[config.mk]
export PLATFORM = sky130hd
export DESIGN_NAME = ro_pair_comparator
export DESIGN_NICKNAME = d
export VERILOG_FILES = /design/src/rtl/ro_puf_pkg.sv /design/src/rtl/ro_edge_counter.sv /design/src/rtl/ro_pair_comparator.sv
export SDC_FILE = /design/constraint.sdc
export NUM_CORES = 1
export LEC_CHECK = 0
export CAP_MARGIN = 20
export CORE_ASPECT_RATIO = 0.8
export CORE_UTILIZATION = 35
export CTS_CLUSTER_DIAMETER = 150
export DETAILED_ROUTE_END_ITERATION = 7
export GPL_TIMING_DRIVEN = 0
export PLACE_DENSITY = 0.65
export SLEW_MARGIN = 20
export SYNTH_ARGS = -nofsm -noshare
export SYNTH_HDL_FRONTEND = slang
export SYNTH_HIERARCHICAL = 1
export SYNTH_SLANG_ARGS = --single-unit
[constraint.sdc]
create_clock -name Clk -period 1.9 [get_ports Clk]
set_input_delay 0.475 -clock Clk [delete_from_list [all_inputs] [get_ports Clk]]
set_output_delay 0.475 -clock Clk [all_outputs]
set_load 0.01 [all_outputs]
[src/rtl/ro_puf_pkg.sv]
// Shared definitions for the ring-oscillator PUF measurement path:
// measurement FSM states and default sizing of the counting window.
package ro_puf_pkg;

    typedef enum logic [1:0] {
        ST_IDLE    = 2'd0,
        ST_SETTLE  = 2'd1,
        ST_COUNT   = 2'd2,
        ST_COMPARE = 2'd3
    } ro_state_e;

    localparam int unsigned WINDOW_CYCLES_DEF = 32'd1024;
    localparam int unsigned SETTLE_CYCLES_DEF = 32'd4;
    localparam int unsigned CNT_W_DEF         = 32'd16;
    localparam int unsigned SYNC_STAGES_DEF   = 32'd2;

    function automatic int unsigned max_u(input int unsigned a, input int unsigned b);
        return (a > b) ? a : b;
    endfunction

endpackage

[src/rtl/ro_edge_counter.sv]
// Synchronizes one asynchronous RO output, detects its rising edges and
// accumulates them in a saturating counter while counting is enabled.
module ro_edge_counter
    import ro_puf_pkg::*;
#(
    parameter int unsigned CNT_W       = CNT_W_DEF,
    parameter int unsigned SYNC_STAGES = SYNC_STAGES_DEF
) (
    input  logic             Clk,
    input  logic             Reset,
    input  logic             Clear,
    input  logic             Count_en,
    input  logic             RO_in,
    output logic [CNT_W-1:0] Count
);

    localparam logic [CNT_W-1:0] CNT_MAX = {CNT_W{1'b1}};
    localparam logic [CNT_W-1:0] CNT_ONE = {{(CNT_W-1){1'b0}}, 1'b1};

    logic [SYNC_STAGES-1:0] sync_r;
    logic                   last_d_r;
    logic                   rise_s;
    logic [CNT_W-1:0]       count_r;

    // Synchronizer chain plus one delayed copy of the last stage for edge detection.
    always_ff @(posedge Clk) begin
        if (Reset) begin
            sync_r   <= '0;
            last_d_r <= 1'b0;
        end else begin
            sync_r   <= {sync_r[SYNC_STAGES-2:0], RO_in};
            last_d_r <= sync_r[SYNC_STAGES-1];
        end
    end

    // Rising edge: synchronized level is high now, was low on the previous sample.
    always_comb begin
        rise_s = sync_r[SYNC_STAGES-1] & ~last_d_r;
    end

    // Saturating edge counter; holding at all-ones keeps the comparison monotonic.
    always_ff @(posedge Clk) begin
        if (Reset) begin
            count_r <= '0;
        end else if (Clear) begin
            count_r <= '0;
        end else if (Count_en && rise_s && (count_r != CNT_MAX)) begin
            count_r <= count_r + CNT_ONE;
        end else begin
            count_r <= count_r;
        end
    end

    assign Count = count_r;

endmodule

[src/rtl/ro_pair_comparator.sv]
// Ring-oscillator pair measurement: enables both ROs, counts their edges over
// a fixed window after a settle time, and reports which oscillator is faster.
module ro_pair_comparator
    import ro_puf_pkg::*;
#(
    parameter int unsigned WINDOW_CYCLES = WINDOW_CYCLES_DEF,
    parameter int unsigned SETTLE_CYCLES = SETTLE_CYCLES_DEF,
    parameter int unsigned CNT_W         = CNT_W_DEF,
    parameter int unsigned SYNC_STAGES   = SYNC_STAGES_DEF
) (
    input  logic             Clk,
    input  logic             Reset,
    input  logic             Start,
    input  logic             RO_a,
    input  logic             RO_b,
    output logic             Enable_a,
    output logic             Enable_b,
    output logic             Busy,
    output logic             Done,
    output logic             Response,
    output logic             Tie,
    output logic [CNT_W-1:0] Count_a,
    output logic [CNT_W-1:0] Count_b
);

    localparam int unsigned      PH_W        = $clog2(max_u(WINDOW_CYCLES, SETTLE_CYCLES)) + 1;
    localparam logic [PH_W-1:0]  PH_ONE      = {{(PH_W-1){1'b0}}, 1'b1};
    localparam logic [PH_W-1:0]  SETTLE_LAST = PH_W'(SETTLE_CYCLES - 1);
    localparam logic [PH_W-1:0]  WINDOW_LAST = PH_W'(WINDOW_CYCLES - 1);

    ro_state_e        state_r;
    logic [PH_W-1:0]  phase_cnt_r;
    logic             enable_r;
    logic             busy_r;
    logic             done_r;
    logic             response_r;
    logic             tie_r;
    logic [CNT_W-1:0] count_a_r;
    logic [CNT_W-1:0] count_b_r;
    logic             clear_s;
    logic             count_en_s;
    logic [CNT_W-1:0] live_a_s;
    logic [CNT_W-1:0] live_b_s;

    // Counters clear on the Start-accept edge and only advance inside the window.
    always_comb begin
        clear_s    = (state_r == ST_IDLE) && Start;
        count_en_s = (state_r == ST_COUNT);
    end

    ro_edge_counter #(.CNT_W(CNT_W), .SYNC_STAGES(SYNC_STAGES)) u_cnt_a (
        .Clk(Clk), .Reset(Reset), .Clear(clear_s), .Count_en(count_en_s),
        .RO_in(RO_a), .Count(live_a_s)
    );

    ro_edge_counter #(.CNT_W(CNT_W), .SYNC_STAGES(SYNC_STAGES)) u_cnt_b (
        .Clk(Clk), .Reset(Reset), .Clear(clear_s), .Count_en(count_en_s),
        .RO_in(RO_b), .Count(live_b_s)
    );

    // Measurement FSM with settle/window timer and registered result outputs.
    always_ff @(posedge Clk) begin
        if (Reset) begin
            state_r     <= ST_IDLE;
            phase_cnt_r <= '0;
            enable_r    <= 1'b0;
            busy_r      <= 1'b0;
            done_r      <= 1'b0;
            response_r  <= 1'b0;
            tie_r       <= 1'b0;
            count_a_r   <= '0;
            count_b_r   <= '0;
        end else begin
            done_r <= 1'b0;
            case (state_r)
                ST_IDLE: begin
                    if (Start) begin
                        state_r     <= ST_SETTLE;
                        phase_cnt_r <= '0;
                        enable_r    <= 1'b1;
                        busy_r      <= 1'b1;
                    end
                end
                ST_SETTLE: begin
                    if (phase_cnt_r == SETTLE_LAST) begin
                        state_r     <= ST_COUNT;
                        phase_cnt_r <= '0;
                    end else begin
                        phase_cnt_r <= phase_cnt_r + PH_ONE;
                    end
                end
                ST_COUNT: begin
                    if (phase_cnt_r == WINDOW_LAST) begin
                        state_r     <= ST_COMPARE;
                        phase_cnt_r <= '0;
                        enable_r    <= 1'b0;
                    end else begin
                        phase_cnt_r <= phase_cnt_r + PH_ONE;
                    end
                end
                ST_COMPARE: begin
                    // Strict greater-than means a tie always yields Response=0.
                    state_r    <= ST_IDLE;
                    busy_r     <= 1'b0;
                    done_r     <= 1'b1;
                    count_a_r  <= live_a_s;
                    count_b_r  <= live_b_s;
                    response_r <= (live_a_s > live_b_s);
                    tie_r      <= (live_a_s == live_b_s);
                end
                default: begin
                    state_r     <= ST_IDLE;
                    phase_cnt_r <= '0;
                    enable_r    <= 1'b0;
                    busy_r      <= 1'b0;
                end
            endcase
        end
    end

    assign Enable_a = enable_r;
    assign Enable_b = enable_r;
    assign Busy     = busy_r;
    assign Done     = done_r;
    assign Response = response_r;
    assign Tie      = tie_r;
    assign Count_a  = count_a_r;
    assign Count_b  = count_b_r;

endmodule

== Yosys cells after proc, flatten, opt, wreduce, memory -nomap -nowiden ==
Cells that the tools add are included.

* Memories: 0
* Register bits: 88
* Logic and storage cells: 61
* Latch bits: 0
* Output and inout bits: 38
* Memory bits (writable): 0
* Memory bits (read-only): 0

* Divide/modulo/power cells: 0
* Multiply operators: 0
* Bitwise logic cells: 4
* Shift operators: 0
* Eq/ne operators: 11
* $lt $le $gt $ge: 1
* $add $sub $neg: 3
* Reduce and logical (&&, ||, !) cells: 14
* Muxes and demuxes: 13

{| class="wikitable"
|+ Operators by type and width
! operator !! number
|-
| 2-to-1 mux 11 bit || 3
|-
| one-hot mux 11 bit (3 select lines) || 1
|-
| adder 16 x 1 -> 16 bit (second input constant) || 2
|-
| != test 16 bit (second input constant) || 2
|-
| == test 16 bit || 1
|-
| > comparator 16 bit || 1
|-
| adder 11 x 1 -> 11 bit (second input constant) || 1
|-
| == test 11 x 10 -> 1 bit (second input constant) || 1
|-
| == test 11 x 2 -> 1 bit (second input constant) || 1
|-
| one-hot mux 2 bit (4 select lines) || 1
|-
| 2-to-1 mux 2 bit || 3
|-
| != test 2 bit (second input constant) || 3
|-
| AND reduction 3 bit || 2
|-
| logical AND 1 bit || 5
|-
| == test 2 bit (second input constant) || 2
|-
| one-hot mux 1 bit (2 select lines) || 2
|-
| AND reduction 2 bit || 2
|-
| nonzero test 2 bit || 2
|-
| 2-to-1 mux 1 bit || 3
|-
| nonzero test 3 bit || 1
|-
| bitwise AND 1 bit || 2
|-
| == test 2 x 1 -> 1 bit (second input constant) || 1
|-
| logical NOT 2 bit || 1
|-
| NOT 1 bit || 2
|-
| OR reduction 2 bit || 1
|}

== Logic depth before layout (Yosys ltp) ==
* Word-level depth: 4
* Gate-level depth with buffers: 8
* Gate-level depth less buffers: 7

== Hierarchy ==
The synthesis kept the hierarchy.

{| class="wikitable"
|+ By module, submodules not included
! module !! area each (µm²) !! cells an instance !! instances
|-
| ro_pair_comparator || 2398.6 || 263 || 1
|-
| ro_edge_counter || 939.7 || 107 || 2
|}

== Worst setup path after synthesis ==
OpenSTA, ideal clock, no wires.

* Path kind: register to register
* From: register state_r[0]
* To: register u_cnt_a.count_r[11] (netlist: u_cnt_a/Count[11])
* Library setup time: 0.070 ns
* Stages on the path, launching flop included: 8
* Setup slack: -0.137 ns
* Required time: 1.830 ns
* Path buffers: 1
* Data arrival time: 1.967 ns
* Period minus slack after synthesis: 2.037 ns
* Cell sequence: dfxtp_1 inv_1 ha_1 nand3b_4 or2_2 buf_2 or4_1 a21oi_1

* Longest elaborated chain between the ends: 3
* Elaborated cells on any way between the ends: 6
* Classes of those cells: 1 x eq/ne; 5 x reduce/logical

{| class="wikitable"
|+ Ends and longest elaborated chain
! what !! RTL line !! source
|-
| from (decl) || ro_pair_comparator.sv:31 || <nowiki>ro_state_e state_r;</nowiki>
|-
| from (signal assigned) || ro_pair_comparator.sv:64 || <nowiki>state_r <= ST_IDLE;</nowiki>
|-
| from (signal assigned) || ro_pair_comparator.sv:78 || <nowiki>state_r <= ST_SETTLE;</nowiki>
|-
| from (signal assigned) || ro_pair_comparator.sv:86 || <nowiki>state_r <= ST_COUNT;</nowiki>
|-
| == test 2 bit || ro_pair_comparator.sv:48 || <nowiki>count_en_s = (state_r == ST_COUNT);</nowiki>
|-
| via count_en_s || ro_pair_comparator.sv:41 || <nowiki>logic count_en_s;</nowiki>
|-
| logical AND 1 bit (2 in a row) || ro_edge_counter.sv:47 || <nowiki>end else if (Count_en && rise_s && (count_r != CNT_MAX)) begin</nowiki>
|-
| to (signal assigned) || ro_edge_counter.sv:48 || <nowiki>count_r <= count_r + CNT_ONE;</nowiki>
|-
| to (signal assigned) || ro_edge_counter.sv:50 || <nowiki>count_r <= count_r;</nowiki>
|-
| to (decl) || ro_edge_counter.sv:23 || <nowiki>logic [CNT_W-1:0] count_r;</nowiki>
|}

The timed path passes the listed nets, and every way through them passes these cells.
A chain may end at the register's enable or synchronous reset.

== Final worst setup path ==
* From: register phase_cnt_r[0]
* To: register state_r[1]

* Longest elaborated chain between the ends: 3
* Elaborated cells on any way between the ends: 5
* Classes of those cells: 4 x eq/ne; 1 x reduce/logical

{| class="wikitable"
|+ Ends and longest elaborated chain
! what !! RTL line !! source
|-
| from (decl) || ro_pair_comparator.sv:32 || <nowiki>logic [PH_W-1:0] phase_cnt_r;</nowiki>
|-
| from (signal assigned) || ro_pair_comparator.sv:89 || <nowiki>phase_cnt_r <= phase_cnt_r + PH_ONE;</nowiki>
|-
| from (signal assigned) || ro_pair_comparator.sv:98 || <nowiki>phase_cnt_r <= phase_cnt_r + PH_ONE;</nowiki>
|-
| == test 11 x 10 -> 1 bit or == test 11 x 2 -> 1 bit (tied branches) || ro_pair_comparator.sv:93, ro_pair_comparator.sv:85 ||
|-
| != test 2 bit (no source line) || -- ||
|-
| AND reduction 3 bit (no source line) (*) || -- ||
|-
| to (signal assigned) || ro_pair_comparator.sv:94 || <nowiki>state_r <= ST_COMPARE;</nowiki>
|-
| to (signal assigned) || ro_pair_comparator.sv:103 || <nowiki>state_r <= ST_IDLE;</nowiki>
|-
| to (signal assigned) || ro_pair_comparator.sv:112 || <nowiki>state_r <= ST_IDLE;</nowiki>
|}

Mark *: on every way between the ends. The rest lies on a longest branch, timed or not.

==> out/metrics.yaml <==
yosys.area_share.xor_xnor: 0.0143
synth_top_family_by_area: "simple AND/OR/NAND/NOR gates"
async_flop_share: 0
swShare: 0.278
drive_gt1_frac: 0.173
ant_nets: 0
setup_violations: 0
worst_pin_slew_ps: 531
r2r_end: "state_r[1]"
slew_headroom: 0.646
start_util: 0.366
htreeDepth: 3
clockPowerShare: 0.389
totalPowerFinal_mw: 4.56
ys_ff_latch: 88
num_rows: 35
whs_ps: 443
n_antenna_cell: 0
clock_sinks: 88
violations: "DRC"
yosysTopAreaCell: "dfxtp_1"
io_buffers: 42
grt_overflow_total: 0
ys_warn_count: 6
area_delta_synth_final_pct: 26.7
p_leak_nw: 1.87
vias: 3730
wl_per_cell_um: 15.3
clock_latency_ps: 350
cp-start-kind: "register"
finalCritPeriodShare: 0.974
synth_mux_area_frac: 0.0772
clk_pin_slew_worst_paths_ps: 70
clock_skew_ps: 8.83
cts_hold_buf: 0
p_comb_frac: 0.179
drt_first_iter_violations: 298
drt_wl_total_mm: 10.6
worstSetupPathType: "register to register"
grt_max_degree: 16
vdd_drop_max_mv: 0.729
grt_pass1_wl_mm: 17.4
numCtsBuffers: 9
fin_area_mm2: 0.00542
holdCritPathClass: "register to register"
root_buffer: "clkbuf_16"
r2r-start: "phase_cnt_r[0]"
synth_cell_types: 51
die_x_um: 126
die_h_um: 101
holdPathStages: 1
worstPathArrival_ps: 2070
cp.required_ps: 2120
grt_pass1_vias: 3563
synthFlopType: "dfxtp_1"
path_max_fanout: 4
die-area_mm2: 0.0127
stdcell_count: 690
detailed_place.area_mm2: 0.00490
ys_seq_area_frac: 0.412
layout_min_cycle_time_ps: 1850
fill_cells: 1104
max_cap_violations: 0
drt_first_pass_iters: 6
min_to: "u_cnt_a/sync_r[1]"
yosys.area.top_type_share: 0.412
viasPerCell: 5.41
status: "finished with violations"
finalHoldViolations: 0
gp_congestion: 0.853
core_area_mm2: 0.0117
syn_nets: 506
grt_use_total: 0.173
syn_area_mm2: 0.00428
netlist_instances: 477
synth-compound-area-share: 0.142
fin_util: 0.464
internal_power_mw: 3.29
antenna_found_initial: 0
cts_max_path_buffers: 2
netlist_top_cells_area: "dfxtp_1 41%, mux2i_1 7.7%, ha_1 7.0%"
p_sw_mw: 1.26
r2r_cells: 6
power_density_mw_per_mm2: 840
cp-end-kind: "register"
drv_slew: 0
synth_edf_count: 0
synth.avg_cell_area_um2: 8.97
cts_tree: "yes"
dp.cells: 667
seqPwrFrac: 0.432
hpwl_mm: 7.53
synthSimpleGateAreaFrac: 0.239
drc: 2
reg2reg_slack_ps: 50
min_from: "u_cnt_a/sync_r[0]"
io_pins: 43
layout.nets: 566
synth_fa_ha_area_frac: 0.0702
fmax_mhz: 540
## cells in the final DEF (no fill, tap or decap), drive strengths merged, types with 3 or more instances in the layout
cell,n
a211oi,6
a21oi,34
a31oi,8
and2,4
and3b,4
and4,5
buf,18
clkbuf,18
clkdlybuf4s50,41
clkinv,3
dfxtp,88
ha,24
inv,25
mux2i,33
nand2,25
nand3,21
nand3b,3
nand4,14
nor2,55
nor2b,7
nor3,5
nor4,6
o21ai,21
o31ai,12
or2,4
or3,10
or4,17
xor2,5
## metal layers
metal / GRT usage / vias to the layer above / share of wire
met2: 0.269 / 83 / 0.45
met1: 0.237 / 1765 / 0.49
met3: 0.0409 / 9 / 0.054
met4: 0.0563 / 0 / 0.011
li1: - / 1873 / -
met5: 0 / - / 0
## power groups by stage
| stage | Combinational, mW | Sequential, mW | Clock [mW] |
|---|---|---|---|
| floorplan | 0.480 | 1.99 | 0 |
| global placement | 0.671 | 1.99 | 0 |
| detailed placement | 0.692 | 1.99 | 0 |
| CTS | 0.770 | 1.96 | 1.81 |
| global route | 0.887 | 1.97 | 1.89 |
| finish | 0.816 | 1.97 | 1.77 |
## what timing repair did
action | 4_1_cts | 5_1_grt
pin swaps | 4 | 11
setup endpoints to repair | 69 | 51
resized for setup | 24 | 41
setup buffers | 3 | 6
## registers in the layout, summed over array words and instances, names as in the netlist, 2 cells and up
name,flops
u_cnt_b/sync_r,2
Count_b,16
u_cnt_b/Count,16
phase_cnt_r,11
Count_a,16
state_r,2
u_cnt_a/Count,16
u_cnt_a/sync_r,2
## area by class of cell
cell class	instances	area, um2	area share
inverter	24	92.6	0.0171
sequential	88	1790	0.330
buffer	17	95.1	0.0175
multi-input combinational	346	2480	0.457
tap	148	185	0.0342
clock buffer	10	229	0.0422
timing repair buffer	51	487	0.0898
clock inverter	6	68.8	0.0127
## kinds of logic (layout without fill, tap and decap cells)
logic type / count (synthesis) / in the layout
AND/OR/NAND/NOR: 184 / 184
AO/OA/AOI/OAI: 98 / 98
flip-flops: 88 / 88
buffers and inverters: 43 / 108
multiplexers: 33 / 33
adder cells (fa/ha/maj): 24 / 24
XOR/XNOR: 7 / 7
## metrics by stage
step | setup TNS, ps | setup slack [ps]
after floorplan | 0 | 47.9
after global placement | -26270 | -517
after detailed placement | -28900 | -589
after CTS | 0 | 17.0
after global routing | -27.4 | -14.8
final | 0 | 49.4
## worst max-delay path by stage
stage	cells past startpoint	start	slack [ps]	to
floorplan	7	state_r[0]	50	u_cnt_a/Count[11]
global placement	4	Reset	-520	Count_a[1]
detailed placement	4	Reset	-590	state_r[1]
CTS	6	state_r[0]	20	u_cnt_b/Count[10]
global route	5	u_cnt_b/Count[2]	-10	u_cnt_b/Count[11]
finish	6	phase_cnt_r[0]	50	state_r[1]
## worst max-delay path, stage by stage (launching register included)
cell	delay, ps
dfxtp_4	370
ha_4	150
nand2_2	90
or4_4	550
a211o_1	350
mux2i_1	160
nor2_1	60
## Yosys cell counts (3+ instances only)
library cell	n
dfxtp_1	88
nor2_1	55
a21oi_1	34
mux2i_1	33
nand2_1	25
ha_1	24
inv_1	24
nand3_1	21
o21ai_0	21
or4_1	14
o31ai_1	12
nand4_1	11
or3_1	10
a31oi_1	8
clkbuf_1	7
nor2b_1	7
nor4_1	6
a211oi_1	5
buf_2	5
nor3_1	5
xor2_1	5
and2_1	4
and3b_1	4
or2_2	4
and4_2	3
buf_4	3
nand4_2	3
No activity file was read; power rests on OpenSTA's default activity.
